### config.mk
export PLATFORM = sky130hd
export DESIGN_NAME = seq_chunk_adder
export DESIGN_NICKNAME = d
export VERILOG_FILES = /design/src/rtl/seq_chunk_adder_pkg.sv /design/src/rtl/seq_chunk_adder_chunk.sv /design/src/rtl/seq_chunk_adder.sv
export SDC_FILE = /design/constraint.sdc
export NUM_CORES = 1
export LEC_CHECK = 0
export CORE_MARGIN = 2
export CORE_UTILIZATION = 55
export CTS_CLUSTER_SIZE = 20
export DETAILED_ROUTE_END_ITERATION = 16
export GPL_ROUTABILITY_DRIVEN = 0
export PLACE_DENSITY = 0.85
export SLEW_MARGIN = 0
export SYNTH_ARGS = -nofsm -noshare
export SYNTH_HDL_FRONTEND = slang
export SYNTH_SLANG_ARGS = --single-unit
### constraint.sdc
create_clock -name clk -period 14.2 [get_ports clk]
set_input_delay 2.13 -clock clk [delete_from_list [all_inputs] [get_ports clk]]
set_output_delay 2.13 -clock clk [all_outputs]
set_load 0.01 [all_outputs]
### src/rtl/seq_chunk_adder_pkg.sv
// Shared types and elaboration helpers for the chunked sequential adder.
package seq_adder_pkg;

  typedef enum logic [0:0] {
    IDLE = 1'b0,
    RUN  = 1'b1
  } state_t;

  // Number of chunks; guarded so an illegal CHUNK=0 cannot divide by zero
  // before the legality check reports it.
  function automatic int nchunk_of(input int width, input int chunk);
    if (chunk > 0) begin
      return width / chunk;
    end else begin
      return 1;
    end
  endfunction

  // Chunk counter width: clog2(NCHUNK), never narrower than one bit.
  function automatic int cnt_width(input int nchunk);
    if (nchunk <= 1) begin
      return 1;
    end else begin
      return $clog2(nchunk);
    end
  endfunction

  function automatic bit params_legal(input int width, input int chunk);
    return (width >= 1) && (chunk >= 1) && (chunk <= width) && ((width % chunk) == 0);
  endfunction

  // One-bit full adder, returns {carry_out, sum}.
  function automatic logic [1:0] full_add(input logic a, input logic b, input logic c);
    return {(a & b) | (c & (a ^ b)), a ^ b ^ c};
  endfunction

endpackage

### src/rtl/seq_chunk_adder_chunk.sv
// Combinational CHUNK-bit ripple adder; also exposes the carry into its top
// bit so the parent can form the signed-overflow flag.
module chunk_adder #(
  parameter int CHUNK = 8
) (
  input  logic [CHUNK-1:0] a,
  input  logic [CHUNK-1:0] b,
  input  logic             cin,
  output logic [CHUNK-1:0] s,
  output logic             cout,
  output logic             c_msb
);
  import seq_adder_pkg::*;

  logic c_v;

  // Ripple the carry through one full adder per bit.
  always_comb begin
    s     = '0;
    c_v   = cin;
    for (int i = 0; i < CHUNK - 1; i++) begin
      {c_v, s[i]} = full_add(a[i], b[i], c_v);
    end
    c_msb = c_v;
    {cout, s[CHUNK-1]} = full_add(a[CHUNK-1], b[CHUNK-1], c_v);
  end

endmodule

### src/rtl/seq_chunk_adder.sv
// Multi-cycle adder/subtractor: processes CHUNK bits per clock with the
// inter-chunk carry held in a flop, behind a start/busy/done handshake.
module seq_chunk_adder #(
  parameter int WIDTH = 32,
  parameter int CHUNK = 8
) (
  input  logic             clk,
  input  logic             rstn,
  input  logic             start,
  input  logic             sub,
  input  logic [WIDTH-1:0] A,
  input  logic [WIDTH-1:0] B,
  input  logic             Cin,
  output logic             busy,
  output logic             done,
  output logic [WIDTH-1:0] Sum,
  output logic             Carry,
  output logic             Overflow
);
  import seq_adder_pkg::*;

  localparam int NCHUNK = nchunk_of(WIDTH, CHUNK);
  localparam int CW     = cnt_width(NCHUNK);
  localparam logic [CW-1:0] LAST_CNT = CW'(NCHUNK - 1);

  generate
    if (!params_legal(WIDTH, CHUNK)) begin : g_param_check
      $error("seq_chunk_adder: need 1 <= CHUNK <= WIDTH and WIDTH %% CHUNK == 0");
    end
  endgenerate

  state_t           state_r, state_nx_s;
  logic [CW-1:0]    cnt_r;
  logic             carry_r;
  logic [WIDTH-1:0] a_r, b_r, sum_r;
  logic             carry_out_r, ovf_r, busy_r, done_r;
  logic             busy_nx_s, done_nx_s;
  logic             accept_s, last_s;
  logic [CHUNK-1:0] a_chunk_s, b_chunk_s, s_chunk_s;
  logic             cout_s, c_msb_s;

  assign accept_s = start & ~busy_r;
  assign last_s   = (state_r == RUN) && (cnt_r == LAST_CNT);

  // Select the operand chunk addressed by the counter.
  always_comb begin
    a_chunk_s = a_r[cnt_r*CHUNK +: CHUNK];
    b_chunk_s = b_r[cnt_r*CHUNK +: CHUNK];
  end

  chunk_adder #(.CHUNK(CHUNK)) u_chunk (
    .a     (a_chunk_s),
    .b     (b_chunk_s),
    .cin   (carry_r),
    .s     (s_chunk_s),
    .cout  (cout_s),
    .c_msb (c_msb_s)
  );

  // State register.
  always_ff @(posedge clk or negedge rstn) begin
    if (!rstn) begin
      state_r <= IDLE;
    end else begin
      state_r <= state_nx_s;
    end
  end

  // Next-state: IDLE waits for accept, RUN returns after the last chunk.
  always_comb begin
    state_nx_s = IDLE;
    case (state_r)
      IDLE:    state_nx_s = accept_s ? RUN : IDLE;
      RUN:     state_nx_s = last_s ? IDLE : RUN;
      default: state_nx_s = IDLE;
    endcase
  end

  // Handshake decode; the result is registered so busy/done are flop outputs.
  always_comb begin
    busy_nx_s = 1'b0;
    done_nx_s = 1'b0;
    case (state_r)
      IDLE: begin
        busy_nx_s = accept_s;
        done_nx_s = 1'b0;
      end
      RUN: begin
        busy_nx_s = ~last_s;
        done_nx_s = last_s;
      end
      default: begin
        busy_nx_s = 1'b0;
        done_nx_s = 1'b0;
      end
    endcase
  end

  // Handshake output registers.
  always_ff @(posedge clk or negedge rstn) begin
    if (!rstn) begin
      busy_r <= 1'b0;
      done_r <= 1'b0;
    end else begin
      busy_r <= busy_nx_s;
      done_r <= done_nx_s;
    end
  end

  // Operand capture on accept, then one chunk per cycle into Sum; the carry
  // flop carries between chunks and the final flags latch on the last chunk.
  always_ff @(posedge clk or negedge rstn) begin
    if (!rstn) begin
      a_r         <= '0;
      b_r         <= '0;
      carry_r     <= 1'b0;
      cnt_r       <= '0;
      sum_r       <= '0;
      carry_out_r <= 1'b0;
      ovf_r       <= 1'b0;
    end else if (accept_s) begin
      a_r     <= A;
      b_r     <= sub ? ~B : B;
      carry_r <= sub ? 1'b1 : Cin;
      cnt_r   <= '0;
    end else if (state_r == RUN) begin
      sum_r[cnt_r*CHUNK +: CHUNK] <= s_chunk_s;
      carry_r <= cout_s;
      cnt_r   <= cnt_r + CW'(1);
      if (last_s) begin
        carry_out_r <= cout_s;
        ovf_r       <= c_msb_s ^ cout_s;
      end
    end
  end

  assign busy     = busy_r;
  assign done     = done_r;
  assign Sum      = sum_r;
  assign Carry    = carry_out_r;
  assign Overflow = ovf_r;

endmodule

==> results of run 1 <==
==> synth_stat cells <==
master and n:
dfrtp_1 103, nand3b_1 13, buf_2 12, fa_1 8
nor3b_1 1, inv_1 31, buf_4 3, clkbuf_1 4
buf_12 1, and3b_1 1, o2bb2ai_1 18, nand2b_1 1
buf_6 7, a21oi_1 1, a22o_1 1, o32ai_1 12
nand3_1 6, ha_1 5, o31ai_1 1, xor2_1 32
mux2_2 67, nor2_1 2, nor2b_1 2, a32o_1 2
mux4_2 16, xnor2_1 1, and2_1 2, or3b_1 2
nand2_1 6
==> worst register-to-register path, stage by stage, from the launching register on <==
cell	delay, ps
dfrtp_1	740
mux4_2	350
inv_1	50
fa_1	400
fa_1	400
fa_1	390
fa_1	370
inv_1	80
fa_1	160
inv_1	50
fa_1	410
fa_1	430
inv_1	90
fa_1	470
a32o_1	250
==> routing by layer <==
metal  share of wire, %  global-route usage [%]  vias up  wire length, um
met2                 49                    35.7      111             5050
met5                  0                       0        -                0
met1                 42                    31.1     1598             4330
met3                6.3                    4.08       22              641
met4                2.0                    8.11        0              208
li1                   -                       -     1450                -
==> area by class of cell <==
type | instances | area, um2 | share of cell area (%)
well taps | 108 | 135 | 2.15
repair buffers | 109 | 1070 | 17.1
inverters | 31 | 116 | 1.85
clock inverters | 5 | 82.6 | 1.31
multi-input cells | 200 | 2160 | 34.4
clock buffers | 10 | 138 | 2.19
flip-flops and latches | 103 | 2580 | 41.0
==> placed cells by master, fill, tap and decap left out, types with 5 or more instances in the layout <==
cell,instances
buf_4,6
clkbuf_8,10
clkdlybuf4s50_1,102
dfrtp_1,103
fa_1,8
ha_1,5
inv_1,31
mux2_2,67
mux4_2,16
nand2_1,6
nand3_1,6
nand3b_1,13
o2bb2ai_1,18
o32ai_1,12
xor2_1,32
==> cell families after synthesis <==
| group | synth area share, % |
|---|---|
| DFF | 51.1 |
| muxes | 22.1 |
| buffers and inverters | 6.20 |
| and+or+nand+nor | 4.42 |
| AOI/OAI and AO/OA | 6.03 |
| xor gates and xnor gates | 5.73 |
| adders and majority gates | 4.42 |
==> state kept, by name (all words and copies together) (netlist names) <==
signal	cells
carry_r	1
Overflow	1
cnt_r	2
Carry	1
busy	1
Sum	32
a_r	32
done	1
b_r	32
==> per-stage QoR <==
stage               hold slack (ps)  worst slack, ps  instances
detailed placement              476             9450        551
floorplan                       475             9740        361
global route                    522             9170        566
CTS                             502             9410        566
global placement                475             9520        551
finish                          501             9450        566
==> worst max path at each step <==
stage / startpoint / endpoint / depth (start not counted)
2_1_floorplan: cnt_r[0] / Sum[23] / 16
3_3_place_gp: cnt_r[0] / Sum[23] / 14
3_5_place_dp: cnt_r[0] / Sum[23] / 14
4_1_cts: cnt_r[0] / Sum[23] / 14
5_1_grt: cnt_r[0] / Sum[23] / 14
6_report: cnt_r[0] / Sum[23] / 14
==> power by group through the flow <==
stage	registers (mW)	logic, mW	clock network [mW]
after floorplan	0.495	0.581	0
after global placement	0.507	0.822	0
after detailed placement	0.513	0.851	0
after CTS	0.508	0.853	0.205
after global routing	0.526	0.920	0.218
final	0.507	0.845	0.202
==> flow_summary_export.csv, run 1 <==
group,metric,value,unit
floorplanning,boundaryPins,105,
worst_setup_path,max_stage_delay,740,ps
yosys,synthesis.nets,443,
sta,timing.fmax,0.211,GHz
global_routing,grt_pass1_wl,17100,um
sta,setup_violations,0,
global_routing,grt_antenna_before_repair,0,
floorplanning,dieWidth,99.8,um
worst_setup_path,critPathKind,"register to register",
yosys,synth_cells,361,
clock_tree,post_cts_buffers,0,
worst_hold_path,hold_end,"Sum[27]",
placement,hpwl,7560,um
global_routing,grt_max_degree,73,
power,p_sw,0.589,mW
route,antenna_left,0,
floorplanning,die-area,9950,um2
route,vias,3181,
clock_tree,clkLatencyLatePin,360,ps
clock_tree,cts_tree,"done",
yosys,ys_types,29,
placement,placed_area,6060,um2
sta,rsz0062_at_grt,"no",
power,total_power,1.55,mW
route,drc,0,
sta,worst_pin_slew,871,ps
route,wl,10200,um
worst_hold_path,worstHoldStart,"Sum[27]",
worst_setup_path,rr_startpoint,"cnt_r[0]",
yosys,synth_top_area_share,51.1,%
job,max-cap-violations,0,
worst_setup_path,crit_required,14460,ps
route,wl_per_cell,18.1,um
layout,fin_nets,536,
power,p_clk_share,13.0,%
power,p_comb_share,54.4,%
worst_setup_path,r2r_slack,9450,ps
worst_setup_path,reg2regPathDepth,14,
power,switching_share,37.9,%
layout,n_fill_cell,600,
global_routing,grt_pass1_vias,3376,
power,power_density,247,nW/um2
sta,hold_viol_final,0,
sta,fin_worst_skew,15.7,ps
sta,max_slew_margin,41.9,%
worst_setup_path,reg2reg_to,"Sum[23]",
clock_tree,postCtsResizedCells,0,
clock_tree,postCtsHoldBufs,0,
floorplanning,rows,34,
route,dr.pass1.iters,4,
layout,diodes,0,
power,intPower,0.965,mW
yosys,seq_area_frac_synth,51.1,%
yosys,yosys_warnings,0,
floorplanning,start_util,57.3,%
worst_hold_path,hold_path_class,"register to register",
clock_tree,root_buffer,"clkbuf_8",
sta,final_max_slew_viol_count,0,
yosys,synthTopCellsByArea,"dfrtp_1 (51%), mux2_2 (15%), mux4_2 (7.1%)",
floorplanning,core,8810,um2
layout,post-route-util,71.3,%
power,leakage,2.62,nW
worst_setup_path,path_delay_family,"adder cells",
layout,layout-drive-gt1-share,23.1,%
sta,fin_setup_tns,0,ps
worst_setup_path,crit_fanout,12,
sta,finalCriticalPeriod,4750,ps
worst_hold_path,holdPathStages,1,
clock_tree,clk_pin_slew,100,ps
layout,final_area,6280,um2
global_routing,gr-usage-all-layers,22.4,%
clock_tree,clock_path_buffers,2,
yosys,avgSynthCellArea,14.0,um2
worst_setup_path,start_kind,"register",
run_status,status,"complete, no violations",
yosys,ys_seq_elements,103,
worst_setup_path,crit_top_cell,"fa_1",
yosys,synth_top_area_cell,"dfrtp_1",
sta,period_share,33.4,%
floorplanning,dieHeight,99.8,um
route,routed_via_density,5.62,
power,irDropWorstVdd,0.135,mV
clock_tree,cts_buffers,9,
global_routing,gr-total-overflow,0,
route,first_iter_violations,135,
yosys,syn_area,5040,um2
placement,numPortBuffers,104,
clock_tree,cts-htree-levels,3,
worst_setup_path,end_kind,"register",
worst_setup_path,worstPathArrival,5010,ps
worst_setup_path,path_buf_inv,4,
worst_setup_path,path_cells,"mux4_2 -> inv_1 -> fa_1 -> fa_1 -> fa_1 -> fa_1 -> inv_1 -> fa_1 -> inv_1 -> fa_1 -> fa_1 -> inv_1 -> fa_1 -> a32o_1",
layout,area_delta_synth_final,24.5,%
worst_setup_path,cp_slowest_cell,"dfrtp_1",
power,pwr-share-seq,32.6,%
clock_tree,cts.sinks,103,
No activity file was read; power rests on OpenSTA's default activity.
==> run 2: changes to the inputs <==
Settings changed: CORE_UTILIZATION 55 to 46, PLACE_DENSITY 0.85 to 0.76.
Clock period 14.2 ns to 3.92 ns, I/O delays scaled along.
==> flow_summary_export.csv, run 2 (same netlist as run 1, synthesis figures left out) <==
group,metric,value,unit
run_status,status,"complete, but fails checks",
run_status,violations,"setup timing",
layout,area_delta_synth_final,25.9,%
power,pwr-share-seq,31.5,%
worst_setup_path,crit_top_cell,"fa_2",
route,drc,0,
worst_setup_path,worstPathArrival,4320,ps
clock_tree,clk_pin_slew,110,ps
power,irDropWorstVdd,0.473,mV
global_routing,grt_antenna_before_repair,0,
clock_tree,cts.sinks,103,
worst_setup_path,r2r_slack,-150,ps
clock_tree,clock_path_buffers,2,
route,routed_via_density,5.27,
power,leakage,2.62,nW
clock_tree,cts-htree-levels,3,
worst_setup_path,reg2regPathDepth,14,
floorplanning,die-area,11800,um2
layout,multi_input_comb_area,2180,um2
placement,hpwl,7850,um
route,vias,3179,
clock_tree,root_buffer,"clkbuf_8",
global_routing,grt_pass1_vias,3410,
global_routing,grt_pass1_wl,17500,um
worst_setup_path,end_kind,"register",
floorplanning,dieHeight,109,um
global_routing,grt_max_degree,79,
floorplanning,core,10700,um2
worst_hold_path,hold_path_class,"input port to async pin",
route,antenna_left,0,
clock_tree,clkLatencyLatePin,370,ps
sta,final_max_slew_viol_count,0,
power,power_density,911,nW/um2
global_routing,gr-usage-all-layers,19.7,%
sta,whs,355,ps
power,intPower,3.59,mW
layout,area.sequential,2580,um2
sta,rsz0062_at_grt,"yes",
floorplanning,boundaryPins,105,
route,wl,10800,um
worst_setup_path,crit_required,4170,ps
sta,finalCriticalPeriod,4070,ps
power,p_comb_share,56.8,%
sta,setup_ws,-148,ps
clock_tree,cts_buffers,9,
worst_setup_path,rr_startpoint,"cnt_r[0]",
global_routing,gr-total-overflow,0,
worst_setup_path,path_cells,"mux4_2 -> inv_2 -> fa_2 -> fa_2 -> fa_2 -> fa_2 -> inv_2 -> fa_2 -> inv_2 -> fa_2 -> fa_2 -> inv_2 -> fa_2 -> a32o_1",
layout,layout_common_cells,"dfrtp_1 (102), clkdlybuf4s50_1 (102), mux2_2 (67), xor2_1 (32), inv_1 (27)",
layout,fin_nets,540,
floorplanning,rows,38,
power,switching_share,37.9,%
sta,max_slew_margin,35.4,%
sta,period_share,104,%
layout,n_fill_cell,912,
worst_setup_path,cp_slowest_cell,"dfrtp_2",
placement,place_ws,-254,ps
layout,diodes,0,
route,wl_per_cell,17.9,um
route,dr.pass1.iters,4,
layout,final_area,6350,um2
sta,timing.fmax,0.246,GHz
layout,post-route-util,59.1,%
worst_setup_path,critPathKind,"register to register",
power,p_sw,2.19,mW
job,max-cap-violations,0,
sta,worst_pin_slew,969,ps
power,p_clk_share,11.7,%
placement,placed_area,6150,um2
layout,layout-drive-gt1-share,26.6,%
worst_setup_path,reg2reg_to,"Sum[23]",
floorplanning,dieWidth,109,um
sta,hold_viol_final,0,
worst_setup_path,start_kind,"register",
worst_setup_path,max_stage_delay,460,ps
sta,fin_worst_skew,18.7,ps
route,first_iter_violations,85,
placement,numPortBuffers,104,
floorplanning,start_util,46.9,%
clock_tree,cts_tree,"done",
sta,setup_violations,4,
worst_setup_path,crit_fanout,4,
[run 2: cell type report]
cell class / count / share of cell area [%]
multi-input combinational: 200 / 34.3
clock inverter: 5 / 0.887
inverter: 31 / 1.83
clock buffer: 11 / 2.23
timing repair buffer: 113 / 17.3
tap: 140 / 2.76
sequential: 103 / 40.6
[run 2: repair_timing]
item                                    CTS  global route
setup buffers                             0             0
endpoints found under the setup margin    5             6
hold endpoints to repair                  0             0
pin swaps                                 5             0
resized for setup                         0             3
hold buffers                              0             0
[run 2: worst max-delay path: cells and delay by family (launching register included)]
family                     cells  cell delay (ps)
adders and majority gates      8             2710
DFF                            1              460
muxes                          1              350
AOI/OAI and AO/OA              1              240
buffers and inverters          4              200
[run 2: worst max-delay path by stage]
stage             start      end  slack [ps]  depth (start not counted)
2_1_floorplan  cnt_r[0]  Sum[23]        -370                         16
3_3_place_gp   cnt_r[0]  Sum[23]        -210                         14
3_5_place_dp   cnt_r[0]  Sum[23]        -250                         14
6_report       cnt_r[0]  Sum[23]        -150                         14
4_1_cts        cnt_r[0]  Sum[23]        -160                         14
5_1_grt        cnt_r[0]  Sum[23]        -280                         14
[run 2: stage by stage]
| step | total power [mW] | std cells | TNS (ps) |
|---|---|---|---|
| 5_1_grt | 6.19 | 603 | -1090 |
| 3_5_place_dp | 5.18 | 587 | -800 |
| 2_1_floorplan | 3.98 | 361 | -1360 |
| 4_1_cts | 5.82 | 603 | -416 |
| 6_report | 5.78 | 603 | -388 |
| 3_3_place_gp | 5.05 | 587 | -558 |
[run 2: metal layers]
metal  vias to the layer above  track usage [%]  routed length, um
li1                       1460                -                  -
met1                      1626             26.0               4820
met2                        82             32.8               5390
met3                        11             3.11                406
met4                         0             7.88                169
met5                         -                0                  0
[run 2: power groups by stage]
stage          clock, mW  sequential [mW]  combinational [mW]
2_1_floorplan          0             1.79                2.18
3_3_place_gp           0             1.82                3.24
3_5_place_dp           0             1.85                3.33
4_1_cts            0.686             1.83                3.31
5_1_grt            0.732             1.88                3.57
6_report           0.676             1.82                3.28
